<file path="config.mk">
export PLATFORM = sky130hd
export DESIGN_NAME = locked_reg_write_ctrl_flat
export DESIGN_NICKNAME = d
export VERILOG_FILES = /design/src/rtl/locked_reg_write_ctrl_if.sv /design/src/rtl/locked_reg_write_ctrl.sv /design/src/flat_wrapper.sv
export SDC_FILE = /design/constraint.sdc
export NUM_CORES = 1
export LEC_CHECK = 0
export CAP_MARGIN = 25
export CORE_UTILIZATION = 35
export CTS_CLUSTER_DIAMETER = 50
export DETAILED_ROUTE_END_ITERATION = 12
export PLACE_DENSITY = 0.71
export SYNTH_ARGS = -nofsm -noshare
export SYNTH_HDL_FRONTEND = slang
export SYNTH_SLANG_ARGS = --single-unit
</file>
<file path="constraint.sdc">
create_clock -name Clk -period 3.4 [get_ports Clk]
set_input_delay 0.68 -clock Clk [delete_from_list [all_inputs] [get_ports Clk]]
set_output_delay 0.68 -clock Clk [all_outputs]
set_load 0.01 [all_outputs]
</file>
<file path="src/rtl/locked_reg_write_ctrl_if.sv">
// locked_reg_write_ctrl_if
//   Request/response handshake bundle for locked_reg_write_ctrl.
//   Request channel : req_valid, req_ready, req_data, req_lock
//   Response channel: rsp_valid, rsp_ready, rsp_err
//   master modport  : the requester (drives requests, accepts responses)
//   slave modport   : the controller (accepts requests, drives responses)
interface locked_reg_write_ctrl_if #(
    parameter int unsigned DATA_W = 16
);
    logic              req_valid;
    logic              req_ready;
    logic [DATA_W-1:0] req_data;
    logic              req_lock;
    logic              rsp_valid;
    logic              rsp_ready;
    logic              rsp_err;

    modport master (
        output req_valid,
        output req_data,
        output req_lock,
        output rsp_ready,
        input  req_ready,
        input  rsp_valid,
        input  rsp_err
    );

    modport slave (
        input  req_valid,
        input  req_data,
        input  req_lock,
        input  rsp_ready,
        output req_ready,
        output rsp_valid,
        output rsp_err
    );
endinterface

</file>
<file path="src/rtl/locked_reg_write_ctrl.sv">
// locked_reg_write_ctrl
//   Write-request front end for a lockable configuration register. Accepts write and
//   lock commands, holds the sticky lock bit, refuses writes while scan is active or
//   while locked (unless debug_unlocked), and drives a one-cycle write strobe downstream.
//   Every request is answered with a response carrying an error flag.
//
// Ports
//   Clk            rising-edge clock
//   resetn         asynchronous active-low reset
//   bus            request/response handshake (locked_reg_write_ctrl_if.slave)
//   scan_mode      scan active: all writes refused
//   debug_unlocked debug override: writes permitted while locked
//   wr_en, wr_data single-cycle write strobe and data to the register stage
//   lock_status    sticky lock bit, cleared only by reset
//   viol_cnt       saturating count of refused writes
//
// Configuration
//   LOCKED_REG_VIOL_CNT_EN: when defined, the violation counter is built; otherwise
//   viol_cnt is tied to zero and no counter flops exist.
module locked_reg_write_ctrl #(
    parameter int unsigned DATA_W = 16,
    parameter int unsigned CNT_W  = 8
) (
    input  logic                   Clk,
    input  logic                   resetn,
    locked_reg_write_ctrl_if.slave bus,
    input  logic                   scan_mode,
    input  logic                   debug_unlocked,
    output logic                   wr_en,
    output logic [DATA_W-1:0]      wr_data,
    output logic                   lock_status,
    output logic [CNT_W-1:0]       viol_cnt
);

    typedef enum logic [2:0] {
        StIdle,
        StCheck,
        StWrite,
        StDeny,
        StResp
    } state_e;

    state_e            state_q;
    logic              req_ready_q;
    logic              rsp_valid_q;
    logic              rsp_err_q;
    logic              wr_en_q;
    logic [DATA_W-1:0] data_q;
    logic              lock_cmd_q;
    logic              lock_q;

    // All outputs come straight from flops. req_ready_q resets low and rises on the
    // first clock edge after reset release, so no request is taken while in reset.
    always_ff @(posedge Clk or negedge resetn) begin
        if (!resetn) begin
            state_q     <= StIdle;
            req_ready_q <= 1'b0;
            rsp_valid_q <= 1'b0;
            rsp_err_q   <= 1'b0;
            wr_en_q     <= 1'b0;
            data_q      <= '0;
            lock_cmd_q  <= 1'b0;
            lock_q      <= 1'b0;
        end else begin
            wr_en_q <= 1'b0;
            case (state_q)
                StIdle: begin
                    if (req_ready_q && bus.req_valid) begin
                        data_q      <= bus.req_data;
                        lock_cmd_q  <= bus.req_lock;
                        req_ready_q <= 1'b0;
                        state_q     <= StCheck;
                    end else begin
                        req_ready_q <= 1'b1;
                    end
                end
                StCheck: begin
                    // The decision is taken here once; later scan/debug changes cannot
                    // affect this request.
                    if (lock_cmd_q) begin
                        state_q <= StWrite;
                    end else if (scan_mode) begin
                        state_q <= StDeny;
                    end else if (lock_q && !debug_unlocked) begin
                        state_q <= StDeny;
                    end else begin
                        wr_en_q <= 1'b1;
                        state_q <= StWrite;
                    end
                end
                StWrite: begin
                    // Lock commands never strobe the register; they only set the lock.
                    if (lock_cmd_q) begin
                        lock_q <= 1'b1;
                    end
                    rsp_valid_q <= 1'b1;
                    rsp_err_q   <= 1'b0;
                    state_q     <= StResp;
                end
                StDeny: begin
                    rsp_valid_q <= 1'b1;
                    rsp_err_q   <= 1'b1;
                    state_q     <= StResp;
                end
                StResp: begin
                    if (bus.rsp_ready) begin
                        rsp_valid_q <= 1'b0;
                        rsp_err_q   <= 1'b0;
                        req_ready_q <= 1'b1;
                        state_q     <= StIdle;
                    end
                end
                default: begin
                    state_q <= StIdle;
                end
            endcase
        end
    end

`ifdef LOCKED_REG_VIOL_CNT_EN
    logic [CNT_W-1:0] viol_cnt_q;

    // Counts once per DENY cycle and sticks at all-ones.
    always_ff @(posedge Clk or negedge resetn) begin
        if (!resetn) begin
            viol_cnt_q <= '0;
        end else if (state_q == StDeny && viol_cnt_q != {CNT_W{1'b1}}) begin
            viol_cnt_q <= viol_cnt_q + {{(CNT_W-1){1'b0}}, 1'b1};
        end
    end

    assign viol_cnt = viol_cnt_q;
`else
    assign viol_cnt = '0;
`endif

    assign bus.req_ready = req_ready_q;
    assign bus.rsp_valid = rsp_valid_q;
    assign bus.rsp_err   = rsp_err_q;
    assign wr_en         = wr_en_q;
    assign wr_data       = data_q;
    assign lock_status   = lock_q;

endmodule

</file>
<file path="src/flat_wrapper.sv">
// flat-port wrapper written by rule: the top's interface ports become plain ports
module locked_reg_write_ctrl_flat 
#(
    parameter int unsigned DATA_W = 16,
    parameter int unsigned CNT_W  = 8
)
  (Clk, resetn, scan_mode, debug_unlocked, wr_en, wr_data, lock_status, viol_cnt, bus_req_valid, bus_req_data, bus_req_lock, bus_rsp_ready, bus_req_ready, bus_rsp_valid, bus_rsp_err);
  locked_reg_write_ctrl_if #(.DATA_W(DATA_W)) bus_i ();
  input  logic Clk;
  input  logic resetn;
  input  logic scan_mode;
  input  logic debug_unlocked;
  output logic wr_en;
  output logic [DATA_W-1:0] wr_data;
  output logic lock_status;
  output logic [CNT_W-1:0] viol_cnt;
  input wire logic [$bits(bus_i.req_valid)-1:0] bus_req_valid;
  input wire logic [$bits(bus_i.req_data)-1:0] bus_req_data;
  input wire logic [$bits(bus_i.req_lock)-1:0] bus_req_lock;
  input wire logic [$bits(bus_i.rsp_ready)-1:0] bus_rsp_ready;
  output wire logic [$bits(bus_i.req_ready)-1:0] bus_req_ready;
  output wire logic [$bits(bus_i.rsp_valid)-1:0] bus_rsp_valid;
  output wire logic [$bits(bus_i.rsp_err)-1:0] bus_rsp_err;
  assign bus_i.req_valid = bus_req_valid;
  assign bus_i.req_data = bus_req_data;
  assign bus_i.req_lock = bus_req_lock;
  assign bus_i.rsp_ready = bus_rsp_ready;
  assign bus_req_ready = bus_i.req_ready;
  assign bus_rsp_valid = bus_i.rsp_valid;
  assign bus_rsp_err = bus_i.rsp_err;
  locked_reg_write_ctrl #(.DATA_W(DATA_W), .CNT_W(CNT_W)) u_core (.Clk(Clk), .resetn(resetn), .bus(bus_i), .scan_mode(scan_mode), .debug_unlocked(debug_unlocked), .wr_en(wr_en), .wr_data(wr_data), .lock_status(lock_status), .viol_cnt(viol_cnt));
endmodule
</file>
==> results of run 1 <==
-- cells in the final DEF (no fill, tap or decap) --
master / netlist / final
nor2b_1: 1 / 1
nor4b_1: 1 / 1
o22ai_1: 1 / 1
mux2_2: 7 / 7
clkdlybuf4s50_1: 0 / 43
conb_1: 1 / 8
dfrtp_1: 25 / 25
or3b_2: 1 / 1
and2_2: 1 / 1
buf_8: 0 / 1
mux2_4: 10 / 10
inv_1: 2 / 2
or4_4: 1 / 1
nor2_1: 4 / 4
clkbuf_4: 0 / 3
nand2_1: 3 / 3
clkinv_2: 0 / 1
o211a_1: 1 / 1
o31ai_1: 2 / 2
a21oi_1: 4 / 4
o21a_1: 1 / 1
nand2b_1: 2 / 2
-- registers in the layout, indices dropped and copies added, names as in the netlist --
name and flops:
u_core.bus.req_ready 1, u_core.bus.rsp_err 1, u_core.bus.rsp_valid 1, u_core.lock_cmd_q 1, u_core.lock_status 1, u_core.state_q 3, u_core.wr_data 16, u_core.wr_en 1
-- how the worst max path moves through the flow --
stage                         startpoint                  to  slack, ps  cells past startpoint
global placement           bus_req_valid  u_core.wr_data[12]       1150                      4
floorplan                  bus_req_valid   u_core.lock_cmd_q       1570                      5
global route        u_core.bus.rsp_valid       bus_rsp_valid       1410                      1
finish                     bus_req_valid   u_core.wr_data[3]       1470                      4
CTS                   u_core.bus.rsp_err         bus_rsp_err       1460                      1
detailed placement         bus_req_valid   u_core.wr_data[3]       1120                      4
-- kinds of logic (layout without fill, tap and decap cells) --
family / Yosys count / count (layout) / synth area share [%]
flops: 25 / 25 / 56.4
other cells: 1 / 8 / 0.338
buf+inv: 13 / 50 / 9.93
compound gates: 9 / 9 / 5.31
simple gates: 14 / 14 / 7.34
mux: 17 / 17 / 20.7
-- metal layers --
| layer | wire, um | up-vias |
|---|---|---|
| met4 | 27 | 0 |
| met5 | 0 | - |
| met3 | 132 | 2 |
| met1 | 865 | 353 |
| met2 | 870 | 31 |
| li1 | - | 341 |
-- cell usage after synthesis (all sizes together) --
library cell,count
mux2,17
and2,1
dfrtp,25
o211a,1
o21a,1
nand2,3
or3b,1
or4,1
nand2b,2
a21oi,4
buf,11
nor4b,1
o22ai,1
o31ai,2
nor2,4
inv,2
conb,1
nor2b,1
-- report_power, final --
| part | leakage (nW) | switching (mW) | internal, mW |
|---|---|---|---|
| Combinational | 0.392 | 0.224 | 0.421 |
| Sequential | 0.297 | 0.0967 | 0.437 |
| Clock | 0.0177 | 0.0842 | 0.0439 |
-- cell type report --
| cell class | instances | area, um2 | share of cell area, % |
|---|---|---|---|
| clock inverter | 1 | 5.00 | 0.321 |
| multi-input combinational | 48 | 399 | 25.6 |
| clock buffer | 3 | 22.5 | 1.44 |
| sequential | 25 | 626 | 40.1 |
| tap | 44 | 55.1 | 3.53 |
| inverter | 2 | 7.51 | 0.481 |
| timing repair buffer | 44 | 445 | 28.5 |
-- stage by stage --
step                      instance area (um2)  cells  worst slack, ps  utilization [%]
after global routing                     1560    167             1410             51.5
after detailed placement                 1530    163             1120             50.6
final                                    1560    167             1470             51.5
after floorplan                          1130     86             1570                -
after global placement                   1520    162             1150             50.1
after CTS                                1560    167             1460             51.5
==> results.md, run 1 <==
- Hold EP: u_core.wr_en
- Total power: 1.31 mW
- CTS Root Cell: clkbuf_4
- Worst path cell trace: clkdlybuf4s50_1 -> nand2_1 -> or4_4 -> mux2_4
- Hold path depth: 1
- Max Cap Violations: 0
- Htree depth: 1
- RSZ-0062 raised after global routing: no
- Final hold violations: 0
- Total clock sinks: 25
- Leak pwr: 0.706 nW
- Post-cts hold buffer count: 0
- Sequential fraction of the synthesis area: 56.4%
- VDD IR max: 0.000347 V
- Starting Density: 36.6%
- Clk_skew: 4.49 ps
- Slew margin rel.: 60.3%
- Layout cells sized above 1: 20.3%
- Final min period: 1930 ps
- Cell area after synthesis: 1110 um2
- Post-cts sizing count: 0
- # IOs: 52
- Reg-to-reg setup timing slack: 1770 ps
- WP data required: 3610 ps
- GR Layer Usage met1: 15.1%
- Buf+Inv Stages, Crit Path: 1
- Fill cells: 276
- I/O Buffers: 43
- Initial antenna violation count: 0
- DRC Markers: 0
- Arrival time at the worst endpoint: 2150 ps
- Run status: complete, no violations
- Main area contributors after synthesis: dfrtp_1 (56%), mux2_4 (14%), mux2_2 (7.1%)
- Slowest CP cell: or4_4
- Hold path startpoint: u_core.lock_cmd_q
- R2R Path End: u_core.wr_data[3]
- DR WL/cell: 11.3 um
- Vias in the first global route: 715
- CTS tree: done
- DRT iter0 DRCs: 5
- Worst-path clk slew: 130 ps
- Area share of the largest cell type after synthesis: 56.4%
- Clock tree buffer depth: 2
- Chip Height: 58.3 um
- Post-synthesis sequential element count: 25
- Busiest layer in global routing: met2
- P per Cell Area: 838 nW/um2
- Worst slew pin tran: 593 ps
- Slew Viols, Final: 0
- Final setup violation count: 0
- Reg2Reg Depth: 2
- Clk Latency, worst-skew pair: 310 ps
- Nets: 147
- Max Clk Rate: 517 MHz
- Sum of negative setup slack: 0 ps
- CP Launch Type: input pin
- Netlist cell types: 21
- M3 GR Usage: 3.13%
- CP max stage delay: 590 ps
- Postcts setup bufs: 0
- M2 GR Usage: 19.9%
- Num CTS Buffers: 3
- Row cnt: 20
- Die X-Extent: 58.3 um
- Synth Area per Inst: 14.0 um2
- Via count: 727
- Top Family by Delay on Critical Path: simple AND/OR/NAND/NOR gates
- Drt pass-1 iters: 2
- Final GP Congestion: 0.736
- Endpoint class of the critical path: register
- Final hold slack: 499 ps
- HPWL Detailed: 1470 um
- Critical Path Fanout Max: 17
- Core box area: 3030 um2
- Critical path class: in2reg
- Routed Antenna Nets: 0
- First-pass GRT wire length: 3130 um
- WL final: 1900 um
- Mapped Cells: 79
- Area leader, netlist: dfrtp_1
- R2R Path Start: u_core.state_q[1]
- Post-DR vias/cell: 4.35
- Ys Warns: 0
- GRT Resource Usage Total: 12.4%
- Diodes inserted: 0
- Layout area overhead: 40.7%
- Die ar.: 3400 um2
- Grt total ovfl: 0
- Part of the cycle the worst path needs: 56.9%
- Largest net degree at the start of global routing: 18
- HP Class: reg2reg
Note: power is estimated with default switching activity, not from simulation.
==> run 2, diff against run 1 <==
--- a/config.mk
+++ b/config.mk
@@ -9,7 +9,7 @@
 export CORE_UTILIZATION = 35
 export CTS_CLUSTER_DIAMETER = 50
 export DETAILED_ROUTE_END_ITERATION = 12
-export PLACE_DENSITY = 0.71
+export PLACE_DENSITY = 0.74
 export SYNTH_ARGS = -nofsm -noshare
 export SYNTH_HDL_FRONTEND = slang
 export SYNTH_SLANG_ARGS = --single-unit
==> constraint.sdc (replaced) <==
create_clock -name Clk -period 1.7 [get_ports Clk]
set_input_delay 0.34 -clock Clk [delete_from_list [all_inputs] [get_ports Clk]]
set_output_delay 0.34 -clock Clk [all_outputs]
set_load 0.01 [all_outputs]
==> results.md, run 2 (synthesis gave the netlist of run 1 again) <==
- CP max stage delay: 590 ps (about the same)
- DRC Markers: 0 (unchanged)
- Final min period: 1610 ps
- Endpoint class of the critical path: register
- Diodes inserted: 0 (unchanged)
- Most frequent cells in the layout: clkdlybuf4s50_1 (43), dfrtp_1 (25), mux2_4 (10), conb_1 (8), mux2_2 (7)
- Clk_skew: 12.8 ps (+8.35 ps)
- Sw power: 0.833 mW (+110%)
- Leak pwr: 0.716 nW (+1.3%)
- Drt pass-1 iters: 4 (+2)
- VDD IR max: 0.000594 V (+71%)
- Post-cts hold buffer count: 0 (unchanged)
- WL final: 2050 um (+8.0%)
- Vias in the first global route: 799 (+12%)
- Slowest CP cell: or4_4
- HPWL Detailed: 1550 um (+5.4%)
- Htree depth: 1 (unchanged)
- Total power: 2.67 mW (+100%)
- CTS tree: done
- Part of the cycle the worst path needs: 94.5%
- Initial antenna violation count: 0 (unchanged)
- Top Family by Delay on Critical Path: simple AND/OR/NAND/NOR gates
- I/O Buffers: 43 (unchanged)
- Num CTS Buffers: 3 (unchanged)
- GRT Resource Usage Total: 13.7% (+1.4 points)
- # IOs: 52 (unchanged)
- Postcts setup bufs: 0 (unchanged)
- Die ar.: 3400 um2 (unchanged)
- Slew Viols, Final: 0 (unchanged)
- Max Cap Violations: 0 (unchanged)
- RSZ-0062 raised after global routing: no
- Pre-CTS setup slack: -256 ps (-1380 ps)
- Grt total ovfl: 0 (unchanged)
- Final GP Congestion: 0.791 (+7.4%)
- P per Cell Area: 1690 nW/um2 (+100%)
- Final hold slack: 373 ps (-127 ps)
- Via count: 756 (+4.0%)
- Post-DP Area: 1550 um2 (+0.98%)
- Final setup violation count: 0 (unchanged)
- HP Class: in2async
- Largest net degree at the start of global routing: 26 (+8)
- WP data required: 1910 ps (-1700 ps)
- Most common cell after layout, fill and taps aside: clkdlybuf4s50_1
- R2R Path Start: u_core.state_q[2]
- Worst path cell trace: clkdlybuf4s50_1 -> nand2_1 -> or4_4 -> mux2_4
- Post-route setup slack: 94.1 ps (-1370 ps)
- Layout area overhead: 42.3%
- Layout cells sized above 1: 22.2% (+1.9 points)
- Chip Height: 58.3 um (unchanged)
- Switching Share: 31.2% (+0.21 points)
- Core box area: 3030 um2 (unchanged)
- Reg power frac: 39.1% (-1.7 points)
- Clk Latency, worst-skew pair: 320 ps (about the same)
- Run status: complete, no violations
- First-pass GRT wire length: 3520 um (+12%)
- Total clock sinks: 25 (unchanged)
- Clk network pwr share: 10.0% (+0.2 points)
- Arrival time at the worst endpoint: 1810 ps (-340 ps)
- Worst-path clk slew: 140 ps (about the same)
- Sum of negative setup slack: 0 ps (unchanged)
- Final instance area: 1580 um2 (+1.1%)
- Critical path class: in2reg
- DRT iter0 DRCs: 12 (+7)
- DR WL/cell: 12.0 um (+6.1%)
- Combinational power share: 51.0% (+1.6 points)
- Int Power: 1.84 mW (+100%)
- Post-cts sizing count: 0 (unchanged)
- Final hold violations: 0 (unchanged)
- Post-DR vias/cell: 4.45 (+2.2%)
- Clock tree buffer depth: 2 (unchanged)
- CP Launch Type: input pin
- Largest register FFs: 16 (unchanged)
- R2R Path End: u_core.lock_cmd_q
- Reg-to-reg setup timing slack: 140 ps (-1630 ps)
- Placed Cells: 166 (+1.8%)
- Critical Path Fanout Max: 17 (unchanged)
- Nets: 150 (+2.0%)
- Die X-Extent: 58.3 um (unchanged)
- Fin cells: 170 (+1.8%)
- Max Clk Rate: 623 MHz
- Fin util: 52.1% (+0.58 points)
- Routed Antenna Nets: 0 (unchanged)
- CTS Root Cell: clkbuf_4
- Row cnt: 20 (unchanged)
- Fill cells: 280 (+1.4%)
- Starting Density: 36.6% (unchanged)
- Buf+Inv Stages, Crit Path: 1 (unchanged)
- Reg2Reg Depth: 2 (unchanged)
run 2: area by class of cell:
type | count | area, um2 | area share (%)
clock buffer | 3 | 22.5 | 1.43
clock inverter | 1 | 7.51 | 0.476
inverter | 2 | 7.51 | 0.476
multi-input combinational | 48 | 399 | 25.3
sequential | 25 | 626 | 39.7
tap | 44 | 55.1 | 3.49
timing repair buffer | 47 | 460 | 29.2
run 2: worst max path at each step:
stage          slack, ps  depth (start not counted)                 start                 end
2_1_floorplan         60                          5     u_core.state_q[0]   u_core.lock_cmd_q
3_3_place_gp        -210                          4         bus_req_valid   u_core.wr_data[3]
3_5_place_dp        -260                          4         bus_req_valid  u_core.wr_data[14]
4_1_cts               80                          1     u_core.wr_data[0]          wr_data[0]
5_1_grt               40                          1  u_core.bus.rsp_valid       bus_rsp_valid
6_report              90                          4         bus_req_valid   u_core.lock_cmd_q
run 2: worst register-to-register path: cells and delay by family, from the launching register on:
family	cells	cell delay (ps)
simple gates	1	700
flops	1	410
mux	1	350
run 2: power groups by stage:
stage | sequential, mW | clock, mW | combinational, mW
6_report | 1.04 | 0.266 | 1.36
5_1_grt | 1.08 | 0.304 | 1.48
4_1_cts | 1.05 | 0.279 | 1.38
3_5_place_dp | 1.05 | 0 | 1.38
3_3_place_gp | 1.04 | 0 | 1.35
2_1_floorplan | 1.16 | 0 | 0.674
run 2: layer usage:
| metal | wire length [um] | part of all wire (%) | GRT usage (%) | vias to the layer above |
|---|---|---|---|---|
| li1 | - | - | - | 349 |
| met1 | 847 | 41 | 16.2 | 373 |
| met2 | 1080 | 53 | 24.0 | 32 |
| met3 | 87 | 4.3 | 2.23 | 2 |
| met4 | 27 | 1.3 | 7.14 | 0 |
| met5 | 0 | 0 | 0 | - |
==> run 3, diff against run 2 <==
--- a/config.mk
+++ b/config.mk
@@ -5,7 +5,7 @@
 export SDC_FILE = /design/constraint.sdc
 export NUM_CORES = 1
 export LEC_CHECK = 0
-export CAP_MARGIN = 25
+export CAP_MARGIN = 30
 export CORE_UTILIZATION = 35
 export CTS_CLUSTER_DIAMETER = 50
 export DETAILED_ROUTE_END_ITERATION = 12
==> results of run 3 <==
Same layout as run 2: the final DEF is identical, and so are final timing and power.
==> edit 1 (settings of run 3) <==
`DATA_W` is set to 16 in 3 places; all go to 20.
--- a/src/rtl/locked_reg_write_ctrl_if.sv
+++ b/src/rtl/locked_reg_write_ctrl_if.sv
@@ -7,3 +7,3 @@
 interface locked_reg_write_ctrl_if #(
-    parameter int unsigned DATA_W = 16
+    parameter int unsigned DATA_W = 20
 );
--- a/src/rtl/locked_reg_write_ctrl.sv
+++ b/src/rtl/locked_reg_write_ctrl.sv
@@ -20,3 +20,3 @@
 module locked_reg_write_ctrl #(
-    parameter int unsigned DATA_W = 16,
+    parameter int unsigned DATA_W = 20,
     parameter int unsigned CNT_W  = 8
--- a/src/flat_wrapper.sv
+++ b/src/flat_wrapper.sv
@@ -3,3 +3,3 @@
 #(
-    parameter int unsigned DATA_W = 16,
+    parameter int unsigned DATA_W = 20,
     parameter int unsigned CNT_W  = 8
Interface: changed (resized bus_req_data and wr_data); port bits go from 52 to 60. No check against the original RTL was run, so the function may have changed too.
==> edit 1 against run 3 <==
  * Maximum frequency is 0.46% higher
  * Design area grew 22%
  * Area after synthesis is 16% higher
  * Setup slack gained 7.4 ps
  * Sequential cell count increased by 4
  * Routed wire length up 23%
  * Critical path depth is 1 higher
  * Cell count rose by 14%
  * Clock skew is 6.3 ps lower
  * Power rose by 30%
  * Critical endpoint is now u_core.wr_data[16]
  * Highest routed layer unchanged
==> edit 1: results (changes against run 3) <==
[pwr]
ir_drop_uv = 782  ; +32%
p_sw_share_pct = 29.9  ; -1.3 points
p_leak_nw = 0.907  ; +27%

[finish]
drive_above_1_share_pct = 25.0  ; +2.8 points
area_growth_pct = 50.0
nets = 174  ; +16%
largest_reg_flops = 20  ; +4
num-fill-cells = 286  ; +2.1%
n_antenna_cell = 0  ; unchanged

[yosys]
ys_types = 20  ; -4.8%
yosysWarnings = 0  ; unchanged
async_flop_share_pct = 100  ; unchanged
synth_area_leaders = dfrtp_1 57%, mux2_4 23%, buf_4 4.7%, buf_6 2.6%, a21oi_1 1.6%
synthCells = 87  ; +10%
synth_common_cells = 29 x dfrtp_1, 20 x mux2_4, 8 x buf_4
seq_area_frac_synth_pct = 56.6  ; +0.21 points

[place]
dp_hpwl_mm = 1.84  ; +19%
gp_congestion = 0.722  ; -8.7%
port_buffers = 51  ; +19%

[grt]
antenna_found_initial = 0  ; unchanged
track_usage_pct = 14.3  ; +0.52 points
overflow = 0  ; unchanged
grt_pass1_wl_mm = 4.17  ; +18%
grt_max_degree = 30  ; +15%
grt_pass1_vias = 950  ; +19%

[detailed_routing]
first_iter_violations = 23  ; +11
drt_wl_total_mm = 2.52  ; +23%
viasPerCell = 4.45  ; +0.15%
drt_first_pass_iters = 4  ; unchanged

[clock_network]
numCtsBuffers = 5  ; +2
clk_latency_ps = 330
cts-resized-gates = 0  ; unchanged
htree_num_levels = 2  ; +1
clk_path_buf_depth = 2  ; unchanged
clock-root-buffer = clkbuf_4
cts_setup_buffers = 0  ; unchanged
clk_pin_slew_ps = 90  ; -50 ps

[min_path]
hp-class = input pin to async pin

[setup_path]
cp.arrival_ps = 1810  ; about the same
crit_fanout = 11  ; -6
timing.rr.end = u_core.wr_data[16]
r2r_setup_slack_ps = 150
crit-reg2reg-launch = u_core.state_q[2]
rr_worst_depth = 3  ; +1

[sta]
hold_ws_ps = 384  ; +11.7 ps
finalClockSkew_ps = 6.52  ; -6.32 ps

[outcome]
status = finished clean

-- edit 1: cell count changes after synthesis --
cell     delta
and2_1      +1
and2_2      -1
buf_12      -1
buf_6       +1
dfrtp_1     +4
mux2_2      -6
mux2_4     +10
-- edit 1: stage by stage --
stage	setup slack (ps)	instances
floorplan	144	94
finish	102	194
global route	25.0	194
global placement	-215	186
CTS	77.6	194
detailed placement	-242	186
-- edit 1: logic make-up (layout without fill, tap and decap cells) --
family          after synthesis  after routing  share of synthesized area (%)
simple gates                 14             14                           6.25
compound gates                9              9                           4.59
flops                        29             29                           56.6
other cells                   1              8                          0.293
mux                          21             21                           24.3
buf+inv                      13             67                           7.91
-- edit 1: worst max path at each step --
stage                                  start            endpoint  slack (ps)  depth (start not counted)
after global placement         bus_req_valid   u_core.wr_data[0]        -210                          5
after detailed placement       bus_req_valid  u_core.wr_data[11]        -240                          5
final                          bus_req_valid  u_core.wr_data[16]         100                          5
after global routing      u_core.bus.rsp_err         bus_rsp_err          30                          1
after floorplan            u_core.state_q[0]   u_core.lock_cmd_q         140                          4
after CTS                 u_core.lock_status         lock_status          80                          1
-- edit 1: metal layers --
metal | up-vias | GRT usage (%) | wire [µm]
met5 | - | 0 | 0
met1 | 418 | 14.9 | 1030
met2 | 37 | 23.5 | 1250
met4 | 0 | 7.56 | 40
met3 | 6 | 6.93 | 195
li1 | 403 | - | -
-- edit 1: final cells by class --
cell class / count / share of cell area, %
flip-flops and latches: 29 / 37.8
clock inverters: 1 / 0.260
repair buffers: 57 / 30.2
multi-input cells: 52 / 25.0
well taps: 46 / 2.99
clock buffers: 7 / 3.39
inverters: 2 / 0.391
-- edit 1: power groups by stage --
stage | combinational [mW] | sequential [mW] | clock, mW
floorplan | 0.822 | 1.36 | 0
detailed placement | 1.78 | 1.23 | 0
CTS | 1.79 | 1.22 | 0.497
finish | 1.77 | 1.22 | 0.470
global route | 1.88 | 1.25 | 0.535
global placement | 1.75 | 1.22 | 0
-- edit 1: critical path: stages --
cell	delay, ps
clkdlybuf4s50_1	460
nand2_1	70
or4_4	460
buf_12	180
mux2_4	300
==> edit 2 (config.mk and constraints of run 3) <==
Made on the original files. Register the output `lock_status` once more, with the module's reset; this adds one clock of latency there. The other outputs are not delayed to match.
--- a/src/rtl/locked_reg_write_ctrl.sv
+++ b/src/rtl/locked_reg_write_ctrl.sv
@@ -141,3 +141,9 @@
     assign wr_data       = data_q;
-    assign lock_status   = lock_q;
+    always_ff @(posedge Clk or negedge resetn) begin
+        if (!resetn) begin
+            lock_status <= '0;
+        end else begin
+            lock_status <= lock_q;
+        end
+    end
 
Behaviour: not the same (a bounded check fails within 10 cycles, from zero or initial values and one cycle with resetn low).
==> edit 2 against run 3 <==
  * Routed wire length down 5.8%
  * Worst hold slack about the same
  * Power up 6.6%
  * First-iteration DRC count down 25%
  * Design area up 4.3%
  * Setup slack better by 8.6 ps
  * Area after synthesis up 1.0%
  * Sequential cell count up 1
  * Largest cell class unchanged
==> edit 2: results (changes against run 3) <==
[outcome]
status = finished clean

[clock_network]
numCtsBuffers = 3  ; unchanged
clk_path_buf_depth = 2  ; unchanged
clk_latency_ps = 320  ; about the same
clk_pin_slew_ps = 130
cts_setup_buffers = 0  ; unchanged
htree_num_levels = 1  ; unchanged
clock-root-buffer = clkbuf_4

[detailed_routing]
drt_wl_total_mm = 1.93  ; -5.8%
vias = 735  ; -2.8%
first_iter_violations = 9  ; -3
drt_first_pass_iters = 3  ; -1

[finish]
largest_reg_flops = 16  ; unchanged
drive_above_1_share_pct = 21.5  ; -0.68 points
num-fill-cells = 287  ; +2.5%
nets = 154  ; +2.7%
n_antenna_cell = 0  ; unchanged

[yosys]
seq_area_frac_synth_pct = 58.1  ; +1.7 points
synth_area_leaders = dfrtp_1 58%, mux2_4 13%, mux2_2 7.0%, buf_4 5.4%, a21oi_1 2.2%
yosysWarnings = 0  ; unchanged
ys_types = 23  ; +9.5%
async_flop_share_pct = 100  ; unchanged
synth_common_cells = 26 x dfrtp_1, 10 x mux2_4, 8 x buf_4

[grt]
grt_max_degree = 27  ; +3.8%
grt_pass1_wl_mm = 3.22  ; -8.6%
grt_pass1_vias = 759  ; -5.0%
track_usage_pct = 12.8  ; -0.95 points
antenna_found_initial = 0  ; unchanged

[pwr]
p_leak_nw = 0.750  ; +4.7%
power.switching_mw = 0.814  ; -2.4%
ir_drop_uv = 599  ; +0.84%

[sta]
finalClockSkew_ps = 2.95  ; -9.90 ps

[setup_path]
r2r_setup_slack_ps = 160  ; +20 ps
crit_family = buffers and inverters
rr_worst_depth = 3  ; +1
slowest_stage = clkdlybuf4s50_1
cp-startpoint = u_core.bus.rsp_valid
timing.rr.end = u_core.wr_data[13]
crit_fanout = 3  ; -14
crit-reg2reg-launch = u_core.state_q[1]
cp.arrival_ps = 1260  ; -550 ps
slowest_delay_ps = 550  ; -40 ps

[place]
gp_congestion = 0.721  ; -8.8%
dp_hpwl_mm = 1.50  ; -3.1%
port_buffers = 43  ; unchanged

[min_path]
hp-class = input pin to async pin

==> edit 2: metal layers <==
layer	wire length (µm)	track usage, %	vias up
li1	-	-	354
met1	852	13.7	342
met2	883	22.5	35
met3	144	3.08	4
met4	47	8.16	0
met5	0	0	-
==> edit 2: through the flow <==
step           worst slack [ps]  instances  hold slack, ps  power [mW]  cell area [µm²]
2_1_floorplan              60.2         86            44.4        1.83             1150
3_3_place_gp               -215        170             392        2.43             1590
3_5_place_dp               -230        170             386        2.46             1590
4_1_cts                    86.7        174             374        2.89             1650
5_1_grt                    33.9        174             399        3.04             1650
6_report                    103        174             373        2.85             1650
==> edit 2: area by class of cell <==
cell class,instances,area (µm²),share of cell area [%]
inverters,2,7.51,0.456
multi-input cells,48,397,24.1
clock buffers,3,22.5,1.37
flip-flops and latches,26,651,39.5
well taps,44,55.1,3.35
repair buffers,50,483,29.4
clock inverters,1,30.0,1.83
==> edit 2: power by group through the flow <==
stage | combinational [mW] | clock (mW) | sequential [mW]
after floorplan | 0.629 | 0 | 1.20
after global placement | 1.36 | 0 | 1.07
after detailed placement | 1.39 | 0 | 1.07
after CTS | 1.39 | 0.431 | 1.06
after global routing | 1.48 | 0.459 | 1.10
final | 1.37 | 0.413 | 1.06
==> edit 2: logic make-up after synthesis <==
group | Yosys count | synth area share (%)
flip-flops | 26 | 58.1
other | 1 | 0.335
buffers and inverters | 12 | 8.83
AND/OR/NAND/NOR | 14 | 7.15
multiplexers | 17 | 20.4
AO/OA/AOI/OAI | 9 | 5.14
==> edit 2: how the worst max path moves through the flow <==
stage,end,cells after the start
3_3_place_gp,u_core.wr_data[12],5
2_1_floorplan,u_core.lock_cmd_q,4
4_1_cts,bus_rsp_valid,1
3_5_place_dp,u_core.wr_data[13],5
5_1_grt,bus_req_ready,1
6_report,bus_rsp_valid,1
